### config.mk
export PLATFORM = sky130hd
export DESIGN_NAME = phy_serial_to_parallel_rx
export DESIGN_NICKNAME = d
export VERILOG_FILES = /design/src/rtl/phy_serial_to_parallel_rx.sv
export SDC_FILE = /design/constraint.sdc
export NUM_CORES = 1
export LEC_CHECK = 0
export CAP_MARGIN = 20
export CORE_ASPECT_RATIO = 1.75
export CORE_MARGIN = 2
export CORE_UTILIZATION = 48
export DETAILED_ROUTE_END_ITERATION = 10
export GPL_TIMING_DRIVEN = 0
export PLACE_DENSITY = 0.81
export SYNTH_ARGS = -nofsm -noshare
export SYNTH_HDL_FRONTEND = slang
export SYNTH_SLANG_ARGS = --single-unit
export TNS_END_PERCENT = 50
### constraint.sdc
create_clock -name clk_32f -period 1.6 [get_ports clk_32f]
set_input_delay 0.32 -clock clk_32f [delete_from_list [all_inputs] [get_ports clk_32f]]
set_output_delay 0.32 -clock clk_32f [all_outputs]
set_load 0.02 [all_outputs]
### src/rtl/phy_serial_to_parallel_rx.sv
// PCIe PHY lane receive deserializer.
// Hunts for the COMMA idle symbol in the serial stream. It locks after COMMA_CNT
// consecutive byte-aligned commas, then delivers the non-comma bytes with a
// valid flag.
// Optional build macro: PHY_RX_IDLE_CNT_EN adds a saturating idle_count output.
// The idle count covers the commas seen after lock.
module phy_serial_to_parallel_rx #(
    parameter logic [7:0] COMMA     = 8'hBC,
    parameter int         COMMA_CNT = 4
) (
    input  logic        clk_32f,
    input  logic        reset,
    input  logic        data_in,
    output logic [7:0]  data_out,
    output logic        valid_out,
    output logic        byte_strobe,
    output logic        active
`ifdef PHY_RX_IDLE_CNT_EN
    ,
    output logic [15:0] idle_count
`endif
);

    localparam logic [3:0] LOCK_CNT = 4'(COMMA_CNT);

    typedef enum logic [1:0] {SEARCH, ALIGN, ACTIVE} state_e;

    state_e      state_q, state_d;
    logic [7:0]  shreg_q;
    logic [2:0]  bitcnt_q, bitcnt_d;
    logic [3:0]  bc_q, bc_d;
    logic [7:0]  data_q, data_d;
    logic        valid_q, valid_d;
    logic        strobe_q, strobe_d;
    logic        active_q, active_d;
`ifdef PHY_RX_IDLE_CNT_EN
    logic [15:0] idle_q, idle_d;
`endif

    // Decisions always look at the registered shift register, never at the
    // value being shifted in this edge.
    logic is_comma, boundary;
    assign is_comma = (shreg_q == COMMA);
    assign boundary = (state_q != SEARCH) && (bitcnt_q == 3'd0);

    // Serial shift, MSB of each byte arrives first.
    always_ff @(posedge clk_32f or posedge reset) begin
        if (reset) shreg_q <= 8'h00;
        else       shreg_q <= {shreg_q[6:0], data_in};
    end

    // State and output registers.
    always_ff @(posedge clk_32f or posedge reset) begin
        if (reset) begin
            state_q  <= SEARCH;
            bitcnt_q <= 3'd0;
            bc_q     <= 4'd0;
            data_q   <= 8'h00;
            valid_q  <= 1'b0;
            strobe_q <= 1'b0;
            active_q <= 1'b0;
`ifdef PHY_RX_IDLE_CNT_EN
            idle_q   <= 16'h0000;
`endif
        end else begin
            state_q  <= state_d;
            bitcnt_q <= bitcnt_d;
            bc_q     <= bc_d;
            data_q   <= data_d;
            valid_q  <= valid_d;
            strobe_q <= strobe_d;
            active_q <= active_d;
`ifdef PHY_RX_IDLE_CNT_EN
            idle_q   <= idle_d;
`endif
        end
    end

    // Alignment FSM: SEARCH hunts bit by bit, ALIGN confirms on byte
    // boundaries, ACTIVE emits bytes.
    always_comb begin
        state_d  = state_q;
        bitcnt_d = bitcnt_q + 3'd1;
        bc_d     = bc_q;
        data_d   = data_q;
        valid_d  = valid_q;
        strobe_d = 1'b0;
        active_d = active_q;
`ifdef PHY_RX_IDLE_CNT_EN
        idle_d   = idle_q;
`endif
        unique case (state_q)
            SEARCH: begin
                bitcnt_d = 3'd0;
                if (is_comma) begin
                    // The next byte starts on the bit being shifted in now.
                    bitcnt_d = 3'd1;
                    bc_d     = 4'd1;
                    state_d  = ALIGN;
                end
            end
            ALIGN: begin
                if (boundary) begin
                    if (is_comma) begin
                        if ((bc_q + 4'd1) == LOCK_CNT) begin
                            state_d  = ACTIVE;
                            active_d = 1'b1;
                        end else begin
                            bc_d = bc_q + 4'd1;
                        end
                    end else begin
                        // The comma was false or misaligned, so hunt again.
                        state_d  = SEARCH;
                        bc_d     = 4'd0;
                        bitcnt_d = 3'd0;
                    end
                end
            end
            ACTIVE: begin
                if (boundary) begin
                    strobe_d = 1'b1;
                    if (is_comma) begin
                        valid_d = 1'b0;
`ifdef PHY_RX_IDLE_CNT_EN
                        if (idle_q != 16'hFFFF) idle_d = idle_q + 16'd1;
`endif
                    end else begin
                        data_d  = shreg_q;
                        valid_d = 1'b1;
                    end
                end
            end
            default: state_d = SEARCH;
        endcase
    end

    assign data_out    = data_q;
    assign valid_out   = valid_q;
    assign byte_strobe = strobe_q;
    assign active      = active_q;
`ifdef PHY_RX_IDLE_CNT_EN
    assign idle_count  = idle_q;
`endif

endmodule
# After elaboration in Yosys (flattened, before gate mapping)
# Cells that the tools add are included.
# Widths: inputs -> output; s select.
[word_totals]
reg_bits = 28
input_bits = 3
output_inout_bits = 11
elab_cells = 47
[op_classes]
addsub = 2
n_eq_ne = 8
n_mux = 17
bitwise = 2
reduce_logical = 10
[ops]
columns = ["operator", "n"]
rows = [
  ["$mux 4", 4],
  ["$reduce_and 4->1", 3],
  ["$eq 8x8->1 const B", 1],
  ["$mux 2", 4],
  ["$pmux 4 s2", 1],
  ["$mux 3", 2],
  ["$ne 3x3->1 const B", 2],
  ["$pmux 2 s3", 1],
  ["$pmux 3 s2", 1],
  ["$add 4x1->4 const B", 1],
  ["$eq 4x3->1 const B", 1],
  ["$mux 1", 4],
  ["$ne 2x2->1 const B", 2],
  ["$reduce_bool 2->1", 2],
  ["$add 3x1->3 const B", 1],
  ["$logic_not 3->1", 1],
  ["$reduce_and 3->1", 1],
  ["$eq 2x1->1 const B", 1],
  ["$eq 2x2->1 const B", 1],
  ["$logic_not 2->1", 1],
  ["$not 1->1", 2],
  ["$reduce_and 2->1", 1],
  ["$logic_and 1x1->1", 1],
]

# Logic depth before layout (Yosys ltp)
# Gate-level depths: netlist of the first run.
[logic_depth]
word_depth = 6
depth_mapped = 7
depth_no_buf = 7

# Worst setup path before layout of the first run
# OpenSTA, ideal clock, no wires.
[synth_path]
kind = "reg-to-reg"
start = "reg bitcnt_q[0]"
end = "reg data_q[0], in the netlist data_out[0]"
setup_time_ps = 125
arrival_ps = 1395
required_time_ps = 1475
setup_slack_ps = 80
path_stages_with_launch = 8
path_buffers = 0
period_less_slack_ps = 1520
path_cell_list = "dfrtp_1 -> inv_1 -> ha_1 -> nand2b_4 -> or2_4 -> clkinv_4 -> nand2_8 -> mux2_4"
[synth_via]
elab_chain_len = 3
[synth_rtl]
columns = ["item", "line_no", "text"]
rows = [
  ["start: declaration", "30", "logic [2:0] bitcnt_q, bitcnt_d;"],
  ["start signal: assignment", "67", "bitcnt_q <= bitcnt_d;"],
  ["$logic_not 3->1", "44", "assign boundary = (state_q != SEARCH) && (bitcnt_q == 3'd0);"],
  ["$logic_and 1x1->1", "44", ""],
  ["$reduce_and 3->1 (no source line)", "n/a", ""],
  ["end signal: assignment", "69", "data_q <= data_d;"],
  ["end: declaration", "32", "logic [7:0] data_q, data_d;"],
]
# Every way passes these cells.
# A chain may end at the register's enable or synchronous reset.

# Worst setup path in the final report of the first run
[layout_path]
start = "reg data_q[2], in the netlist data_out[2]"
end = "out data_out[2]"
[layout_rtl]
columns = ["item", "line_no", "text"]
rows = [
  ["end: declaration", "14", "output logic [7:0] data_out,"],
]
# No word-level cell between the ends.

==> impl_metrics.csv, run 1 <==
group,metric,value,unit
setup_path,setup.worst_path.start_class,"flop",
sta,hold_ws,252,ps
final_layout,drive_above_1_share,27.4,%
routing,dr.first_iter.drc_count,36,
synth,synth_edf_count,0,
sta,period_minus_slack,1580,ps
routing,wire_per_inst,16.6,um
synth,synthAdderAreaFrac,3.03,%
sta,slew_headroom,76.4,%
synth,synth_xor_area_share,0.708,%
setup_path,slowest_stage,"clkdlybuf4s50_1",
clock_tree,cts-root-buf,"clkbuf_8",
clock_tree,cts_buffers,3,
setup_path,crit_chain,"clkdlybuf4s50_1",
power_and_ir_drop,p_clk_share,35.2,%
power_and_ir_drop,p_seq_share,59.2,%
min_path,hold_class,"in -> async",
place,dpl.hpwl,1.71,mm
synth,synth_fp_nets,105,
setup_path,path_max_fanout,2,
sta,setup_viol_count_final,0,
floorplanning,die_w,42.4,um
floorplanning,rows,24,
final_layout,fin_nets,131,
routing,via_count,866,
sta,maxSlewViolCount,0,
setup_path,cp_top_family,"buffers and inverters",
floorplanning,ios,14,
synth,netlist_top_cells_area,"dfrtp_1, mux2_4, ha_1",
setup_path,worst-path-buf-inv,1,
synth,synth_top_area_share,56.6,%
place,gp_congestion,0.721,
clock_tree,htreeDepth,1,
grt,antenna_found_initial,0,
power_and_ir_drop,switching_share,20.9,%
grt,grt_pass1_wl,4.12,mm
power_and_ir_drop,powerDensity,792,nW/um^2
synth,synth_compound_area_share,9.61,%
final_layout,fill_cells,183,
power_and_ir_drop,intPower,984,uW
grt,grt_pass1_vias,916,
clock_tree,cts.sinks,28,
setup_path,rr_startpoint,"bitcnt_q[0]",
routing,drtAntennaViolNets,0,
synth,synth_area,1240,um^2
sta,skew,2.80,ps
power_and_ir_drop,vdd_drop_max,0.641,mV
clock_tree,cts_tree,"done",
power_and_ir_drop,p_leak,0.809,nW
clock_tree,cts_buffer_depth,2,
setup_path,r2r-end,"data_out[7]",
synth,synthCells,99,
synth,avgSynthCellArea,12.5,um^2
sta,timing.fmax,633,MHz
setup_path,path_class,"reg -> out",
synth,yosys-top-cells-count,"dfrtp_1, mux2_4, nand2_1",
floorplanning,die_h,71.2,um
place,post-place-ws,-50.9,ps
floorplanning,core_area,2460,um^2
synth,synth_seq_cells,28,
synth,yosys.cell_count.top_type,"dfrtp_1",
routing,avgViaCountPerCell,5.77,
power_and_ir_drop,netSwitchingPower,260,uW
setup_path,critPathRequiredTime,1280,ps
synth,seq_area_frac_synth,56.6,%
routing,drt-total-wl,2.49,mm
setup_path,crit_path_max_incr_delay,610,ps
setup_path,reg2regPathDepth,7,
grt,grt_max_degree,29,
setup_path,critPathCaptureType,"output port",
setup_path,r2r_slack,50,ps
sta,finalCritPeriodShare,98.7,%
grt,gr-total-overflow,0,
final_layout,utilization,63.8,%
synth,yosys.area.top_type,"dfrtp_1",
power_and_ir_drop,p_comb_share,5.6,%
sta,hold_viol_final,0,
synth,yosysWarnings,0,
routing,drtPass1Iterations,4,
sta,fin_ws,21.0,ps
floorplanning,initial_core_util,50.3,%
clock_tree,clk_latency,280,ps
setup_path,crit_arrival,1260,ps
floorplanning,dieArea,3020,um^2
grt,grt.total_usage,18.1,%
status,outcome,"completed",
clock_tree,clk_pin_slew,90,ps
job,drv_cap,0,
synth,ys_types,35,
sta,worstMarginPinSlew,353,ps
final_layout,syn_to_final_growth,27.0,%
synth,async_flop_share,100,%
sta,rsz0062_at_grt,"yes",
routing,drc_errors,0,
synth,yosys.area_share.simple,17.7,%
synth,synth_top_family_by_area,"simple AND/OR/NAND/NOR gates",
place,io_buffers,13,
synth,synth-main-ff-cell,"dfrtp_1",
synth,synthMuxAreaShare,8.49,%
clock_tree,hold_buffers,0,
final_layout,diodes,0,
[timing repair]
action,in CTS,in global routing
pin swaps,2,5
setup endpoints to repair,7,14
resized for setup,3,9
setup buffers,2,5
[state kept, by name, summed over array words and instances, names as in the netlist]
name / cells
state_q: 2
active: 1
valid_out: 1
data_out: 8
bitcnt_q: 3
bc_q: 4
shreg_q: 8
byte_strobe: 1
[layout by cell type (no fill, tap or decap), types with 2 or more instances in the layout]
master           count
nor2_2               2
nor2_1               5
o21ai_1              2
dlymetal6s2s_1       5
a22o_1               2
clkbuf_8             4
o21ai_0              4
dfrtp_1             28
nand3_1              3
inv_2                2
nand2b_1             3
buf_4                8
mux2_4               7
nand2_1              7
inv_1                2
a21oi_1              6
clkdlybuf4s50_1      8
nand4b_1             2
[cells by family (layout without fill, tap and decap cells)]
group | Yosys count | count (layout)
XOR/XNOR | 1 | 1
flip-flops | 28 | 28
adder cells (fa/ha/maj) | 3 | 3
buffers and inverters | 8 | 33
AND/OR/NAND/NOR | 33 | 33
AO/OA/AOI/OAI | 19 | 19
multiplexers | 7 | 7
[per-layer routing]
layer | up-vias | track usage [%] | wire (um)
met4 | 0 | 10.1 | 86
li1 | 392 | - | -
met5 | - | 0 | 0
met2 | 25 | 32.6 | 1420
met1 | 439 | 19.3 | 894
met3 | 10 | 3.06 | 88
[stage by stage]
| stage | power, mW | std cells | cell area [um^2] | setup TNS (ps) |
|---|---|---|---|---|
| 6_report | 1.24 | 150 | 1570 | 0 |
| 5_1_grt | 1.28 | 150 | 1570 | -27.7 |
| 4_1_cts | 1.22 | 144 | 1480 | 0 |
| 3_5_place_dp | 0.791 | 138 | 1400 | -641 |
| 3_3_place_gp | 0.788 | 138 | 1400 | 0 |
| 2_1_floorplan | 0.774 | 99 | 1240 | 0 |
[worst reg2reg max path: stages (launching register included)]
cell	delay, ps
dfrtp_1	410
inv_2	90
ha_4	150
nand2b_4	80
or2_4	260
clkinv_4	80
nand2_8	80
mux2_4	310
[worst max path at each step]
stage / start / endpoint / slack, ps / cells after the start
finish: data_out[2] / data_out[2] / 20 / 1
global placement: bitcnt_q[0] / data_out[0] / 0.4 / 7
floorplan: bitcnt_q[0] / data_out[0] / 80 / 7
global route: bitcnt_q[0] / data_out[3] / -8 / 7
detailed placement: bitcnt_q[0] / data_out[7] / -50 / 7
CTS: bitcnt_q[1] / data_out[7] / 10 / 7
[power groups by stage]
stage / registers (mW) / logic [mW] / clock network (mW)
finish: 0.737 / 0.0693 / 0.439
global route: 0.738 / 0.0770 / 0.461
CTS: 0.738 / 0.0435 / 0.440
detailed placement: 0.752 / 0.0393 / 0
global placement: 0.752 / 0.0364 / 0
floorplan: 0.746 / 0.0281 / 0
[final cells by class]
| cell class | count | area [um^2] | area share, % |
|---|---|---|---|
| plain buffers | 3 | 23.8 | 1.51 |
| clock buffers | 4 | 55.1 | 3.50 |
| inverters | 5 | 23.8 | 1.51 |
| multi-input cells | 63 | 513 | 32.6 |
| flip-flops and latches | 28 | 701 | 44.6 |
| well taps | 26 | 32.5 | 2.07 |
| repair buffers | 21 | 223 | 14.2 |
Note: power is estimated with default switching activity, not from simulation.
==> inputs of run 2 (changes only) <==
--- a/config.mk
+++ b/config.mk
@@ -6,7 +6,7 @@
 export NUM_CORES = 1
 export LEC_CHECK = 0
 export CAP_MARGIN = 20
-export CORE_ASPECT_RATIO = 1.75
+export CORE_ASPECT_RATIO = 1.2
 export CORE_MARGIN = 2
 export CORE_UTILIZATION = 48
 export DETAILED_ROUTE_END_ITERATION = 10
==> run 2 against run 1 <==
Maximum frequency increased by 0.77%; hold slack better by 46 ps; sequential cell count unchanged; clock skew rose by 3.3 ps; clock-buffer cell count shrank 1; die area decreased by 0.47%; first-iteration DRC count down 72%; sequential share of layout area rose by 0.50 points; setup slack improved by 12 ps; total power up 2.1%; largest power group unchanged.
==> impl_metrics.csv, run 2 (same netlist as run 1, synthesis figures left out) <==
group,metric,value,unit
status,outcome,"completed",
power_and_ir_drop,p_clk_share,36.8,%
power_and_ir_drop,vdd_drop_max,0.658,mV
routing,avgViaCountPerCell,5.22,
grt,antenna_found_initial,0,
setup_path,r2r-end,"data_out[4]",
min_path,hold_class,"in -> async",
power_and_ir_drop,p_comb_share,5.2,%
place,numPlacedInstances,145,
clock_tree,clk_latency,340,ps
place,dpl.hpwl,1.55,mm
power_and_ir_drop,p_leak,0.770,nW
sta,rsz0062_at_grt,"yes",
final_layout,final_cell_mix,"dfrtp_1, dlygate4sd2_1, buf_4, mux2_4, nand2_1",
sta,hold_viol_final,0,
job,drv_cap,0,
sta,maxSlewViolCount,0,
sta,slew_headroom,67.1,%
routing,drtAntennaViolNets,0,
power_and_ir_drop,p_seq_share,58.0,%
floorplanning,rows,20,
grt,grt_pass1_wl,3.95,mm
routing,via_count,815,
place,gp_congestion,0.862,
setup_path,rr_startpoint,"shreg_q[6]",
setup_path,setup.worst_path.start_class,"flop",
grt,grt_pass1_vias,847,
sta,period_minus_slack,1570,ps
routing,drt-total-wl,2.39,mm
grt,grt_max_degree,29,
routing,wire_per_inst,15.3,um
floorplanning,ios,14,
routing,drtPass1Iterations,4,
sta,worstMarginPinSlew,492,ps
power_and_ir_drop,switching_share,20.2,%
final_layout,fin_nets,130,
clock_tree,cts_buffers,3,
routing,dr.first_iter.drc_count,10,
setup_path,critPathCaptureType,"flop",
floorplanning,die_w,50.4,um
power_and_ir_drop,power.total,1.27,mW
power_and_ir_drop,intPower,1.01,mW
floorplanning,core_area,2500,um^2
final_layout,layout.cells.non_filler,156,
setup_path,reg2regPathDepth,5,
setup_path,path_max_fanout,8,
sta,skew,6.06,ps
clock_tree,cts-root-buf,"clkbuf_4",
final_layout,diodes,0,
setup_path,path_class,"reg -> reg",
grt,gr-total-overflow,0,
power_and_ir_drop,powerDensity,817,nW/um^2
setup_path,crit_arrival,1810,ps
final_layout,layout_commonest_cell,"dfrtp_1",
setup_path,r2r_slack,30,ps
sta,timing.fmax,638,MHz
floorplanning,dieArea,3000,um^2
final_layout,drive_above_1_share,27.6,%
clock_tree,clk_pin_slew,140,ps
routing,drc_errors,0,
clock_tree,htreeDepth,1,
clock_tree,cts_buffer_depth,2,
final_layout,syn_to_final_growth,25.6,%
clock_tree,cts_tree,"done",
floorplanning,die_h,59.6,um
sta,setup_viol_count_final,0,
final_layout,utilization,62.1,%
clock_tree,cts.sinks,28,
place,io_buffers,13,
sta,finalCritPeriodShare,97.9,%
power_and_ir_drop,netSwitchingPower,256,uW
floorplanning,initial_core_util,49.5,%
grt,grt.total_usage,18.3,%
setup_path,critPathRequiredTime,1840,ps
run 2: cell count changes in the layout (fill, tap and decap cells not counted), moves of 3 or more:
cell,previous run,this run
clkdlybuf4s50_1,8,2
dlygate4sd2_1,0,11
clkbuf_4,0,3
clkbuf_8,4,0
dlymetal6s2s_1,5,0
run 2: power groups by stage:
stage	Combinational, mW	Clock (mW)	Sequential (mW)
2_1_floorplan	0.0281	0	0.746
3_3_place_gp	0.0365	0	0.750
3_5_place_dp	0.0391	0	0.751
4_1_cts	0.0391	0.479	0.738
5_1_grt	0.0743	0.499	0.739
6_report	0.0659	0.467	0.737
run 2: layout make-up:
cell class	count	area, um^2
sequential	28	701
timing repair buffer	20	189
buffer	3	23.8
clock inverter	1	30.0
tap	33	41.3
clock buffer	3	22.5
inverter	5	23.8
fill	203	948
multi-input combinational	63	523
run 2: layer usage:
layer  part of all wire (%)  GRT usage [%]  vias up
met4                    2.4           12.0        0
li1                       -              -      392
met5                      0              0        -
met2                     52           29.7       18
met3                    2.6           3.28        5
met1                     43           22.6      400
run 2: what timing repair did:
action,in CTS,in global routing
setup buffers,0,6
gates resized for setup,14,4
endpoints found under the setup margin,18,11
hold buffers,0,0
pin swaps,1,1
run 2: how the worst max path moves through the flow:
stage	startpoint	endpoint	slack (ps)	cells after the start
after global routing	bc_q[1]	bc_q[0]	-20	5
after detailed placement	reset	bitcnt_q[0]	-40	2
after CTS	shreg_q[6]	data_out[4]	4	5
after global placement	bitcnt_q[0]	data_out[4]	10	7
after floorplan	bitcnt_q[0]	data_out[0]	80	7
final	shreg_q[6]	data_out[4]	30	5
run 2: critical path, cell delays in order, from the launching register on:
cell and delay, ps:
dfrtp_1 420, nand4bb_4 240, or2_1 250, buf_6 140
nand2_8 110, mux2_4 300
run 2: per-stage QoR:
stage	hold slack (ps)	area [um^2]	setup slack, ps	setup TNS (ps)
after global placement	387	1410	12.0	0
after floorplan	351	1240	80.0	0
after detailed placement	397	1410	-42.2	-1350
after CTS	381	1460	3.82	0
after global routing	323	1550	-22.8	-74.6
final	298	1550	33.1	0
==> inputs of run 3 (changes only) <==
--- a/config.mk
+++ b/config.mk
@@ -12,6 +12,7 @@
 export DETAILED_ROUTE_END_ITERATION = 10
 export GPL_TIMING_DRIVEN = 0
 export PLACE_DENSITY = 0.81
+export SETUP_SLACK_MARGIN = 0.4
 export SYNTH_ARGS = -nofsm -noshare
 export SYNTH_HDL_FRONTEND = slang
 export SYNTH_SLANG_ARGS = --single-unit
==> run 3 against run 2 <==
Clock-buffer cell count is the same; sequential power grew 0.5%; via count up 13%; die area did not move; clock power about the same; register-to-register slack got worse by 20 ps; combinational power is 11% higher; final cell count rose by 12%; maximum frequency down 1.2%; critical path type unchanged; largest cell class unchanged; highest routed layer unchanged.
==> impl_metrics.csv, run 3 (same netlist as run 1, synthesis figures left out) <==
group,metric,value,unit
setup_path,cp_top_family,"simple AND/OR/NAND/NOR gates",
clock_tree,htreeDepth,1,
power_and_ir_drop,p_leak,0.857,nW
clock_tree,cts-root-buf,"clkbuf_4",
final_layout,fin_nets,148,
final_layout,final_cell_mix,"dfrtp_1, buf_4, buf_6, mux2_4, nand2_1",
sta,maxSlewViolCount,0,
grt,grt_pass1_vias,929,
clock_tree,hold_buffers,0,
clock_tree,cts_tree,"done",
routing,drtAntennaViolNets,0,
sta,rsz0062_at_grt,"yes",
place,io_buffers,13,
clock_tree,clk_pin_slew,150,ps
setup_path,setup.worst_path.start_class,"flop",
routing,avgViaCountPerCell,5.29,
routing,wire_per_inst,15.7,um
floorplanning,rows,20,
routing,dr.first_iter.drc_count,13,
routing,drt-total-wl,2.72,mm
status,outcome,"completed",
routing,drc_errors,0,
sta,period_minus_slack,1590,ps
power_and_ir_drop,powerDensity,723,nW/um^2
power_and_ir_drop,power.total,1.28,mW
setup_path,crit_chain,"ha_2 > nor3b_4 > or4_4 > a21oi_2 > a211o_1",
final_layout,diodes,0,
setup_path,path_max_fanout,6,
sta,hold_viol_final,0,
setup_path,path_class,"reg -> reg",
final_layout,finalInstanceArea,1770,um^2
place,dpl.hpwl,1.58,mm
place,gp_congestion,0.827,
sta,setup_viol_count_final,0,
floorplanning,initial_core_util,49.5,%
grt,antenna_found_initial,0,
clock_tree,cts_buffers,3,
sta,slew_headroom,73.6,%
sta,worstMarginPinSlew,396,ps
floorplanning,die_w,50.4,um
setup_path,critPathRequiredTime,1890,ps
floorplanning,dieArea,3000,um^2
grt,gr-total-overflow,0,
clock_tree,cts.sinks,28,
sta,hold_ws,244,ps
final_layout,multi_input_area,571,um^2
power_and_ir_drop,vdd_drop_max,0.763,mV
min_path,hold_class,"in -> async",
sta,finalCritPeriodShare,99.1,%
routing,drtPass1Iterations,4,
grt,grt.total_usage,19.5,%
final_layout,utilization,70.7,%
setup_path,slowest_stage,"dfrtp_1",
sta,timing.fmax,631,MHz
floorplanning,ios,14,
floorplanning,die_h,59.6,um
floorplanning,core_area,2500,um^2
setup_path,crit_arrival,1870,ps
setup_path,crit_path_max_incr_delay,470,ps
job,drv_cap,0,
setup_path,critPathCaptureType,"flop",
clock_tree,cts_buffer_depth,2,
sta,fin_ws,14.8,ps
place,post-place-ws,11.7,ps
final_layout,register_area,701,um^2
final_layout,syn_to_final_growth,42.9,%
final_layout,fill_cells,186,
sta,skew,6.54,ps
final_layout,layout_commonest_cell,"dfrtp_1",
routing,via_count,921,
setup_path,worst-path-buf-inv,0,
grt,grt_pass1_wl,4.33,mm
place,postPlaceCellArea,1410,um^2
final_layout,drive_above_1_share,51.1,%
clock_tree,clk_latency,330,ps
grt,grt_max_degree,29,
-- run 3: routing by layer --
metal	vias up	wire [um]	GRT usage (%)
met3	9	81	4.04
met1	464	1070	23.6
li1	427	-	-
met5	-	0	0
met2	21	1510	33.6
met4	0	60	8.88
-- run 3: cell type report --
| type | instances | area share [%] |
|---|---|---|
| sequential | 28 | 39.6 |
| multi-input combinational | 63 | 32.3 |
| timing repair buffer | 38 | 20.1 |
| tap | 33 | 2.34 |
| clock inverter | 1 | 1.70 |
| buffer | 3 | 1.34 |
| inverter | 5 | 1.34 |
| clock buffer | 3 | 1.27 |
-- run 3: per-stage QoR --
stage               TNS [ps]  std cells
finish                     0        174
global route            -119        174
CTS                        0        166
detailed placement         0        145
global placement           0        145
floorplan                  0         99
-- run 3: path summary, 6_finish.rpt --
kind                       startpoint         end  slack, ps  cells past startpoint
max                           bc_q[0]     bc_q[0]         10                      5
min in group clk_32f          data_in  shreg_q[0]        400                      1
max in group asynchronous       reset     bc_q[2]        940                      3
min reg2reg                shreg_q[5]  shreg_q[6]        460                      0
min                             reset  shreg_q[5]        240                      2
max reg2reg                   bc_q[0]     bc_q[0]         10                      5
-- run 3: report_power, final --
part           switching, mW  internal (mW)  total, mW
combinational         0.0297         0.0435     0.0732
sequential            0.0177          0.723      0.741
clock                  0.211          0.254      0.465
total                  0.258           1.02       1.28
-- run 3: timing repair --
action / CTS / global route
buffers inserted: 17 / 7
gates resized for setup: 60 / 28
endpoints found under the setup margin: 29 / 30
pin swaps: 6 / 14
cloned: 0 / 0
-- run 3: worst reg2reg max path, cell delays in order (launching register included) --
cell and delay (ps):
dfrtp_1 470, ha_2 220, nor3b_4 180, or4_4 430, a21oi_2 150, a211o_1 110
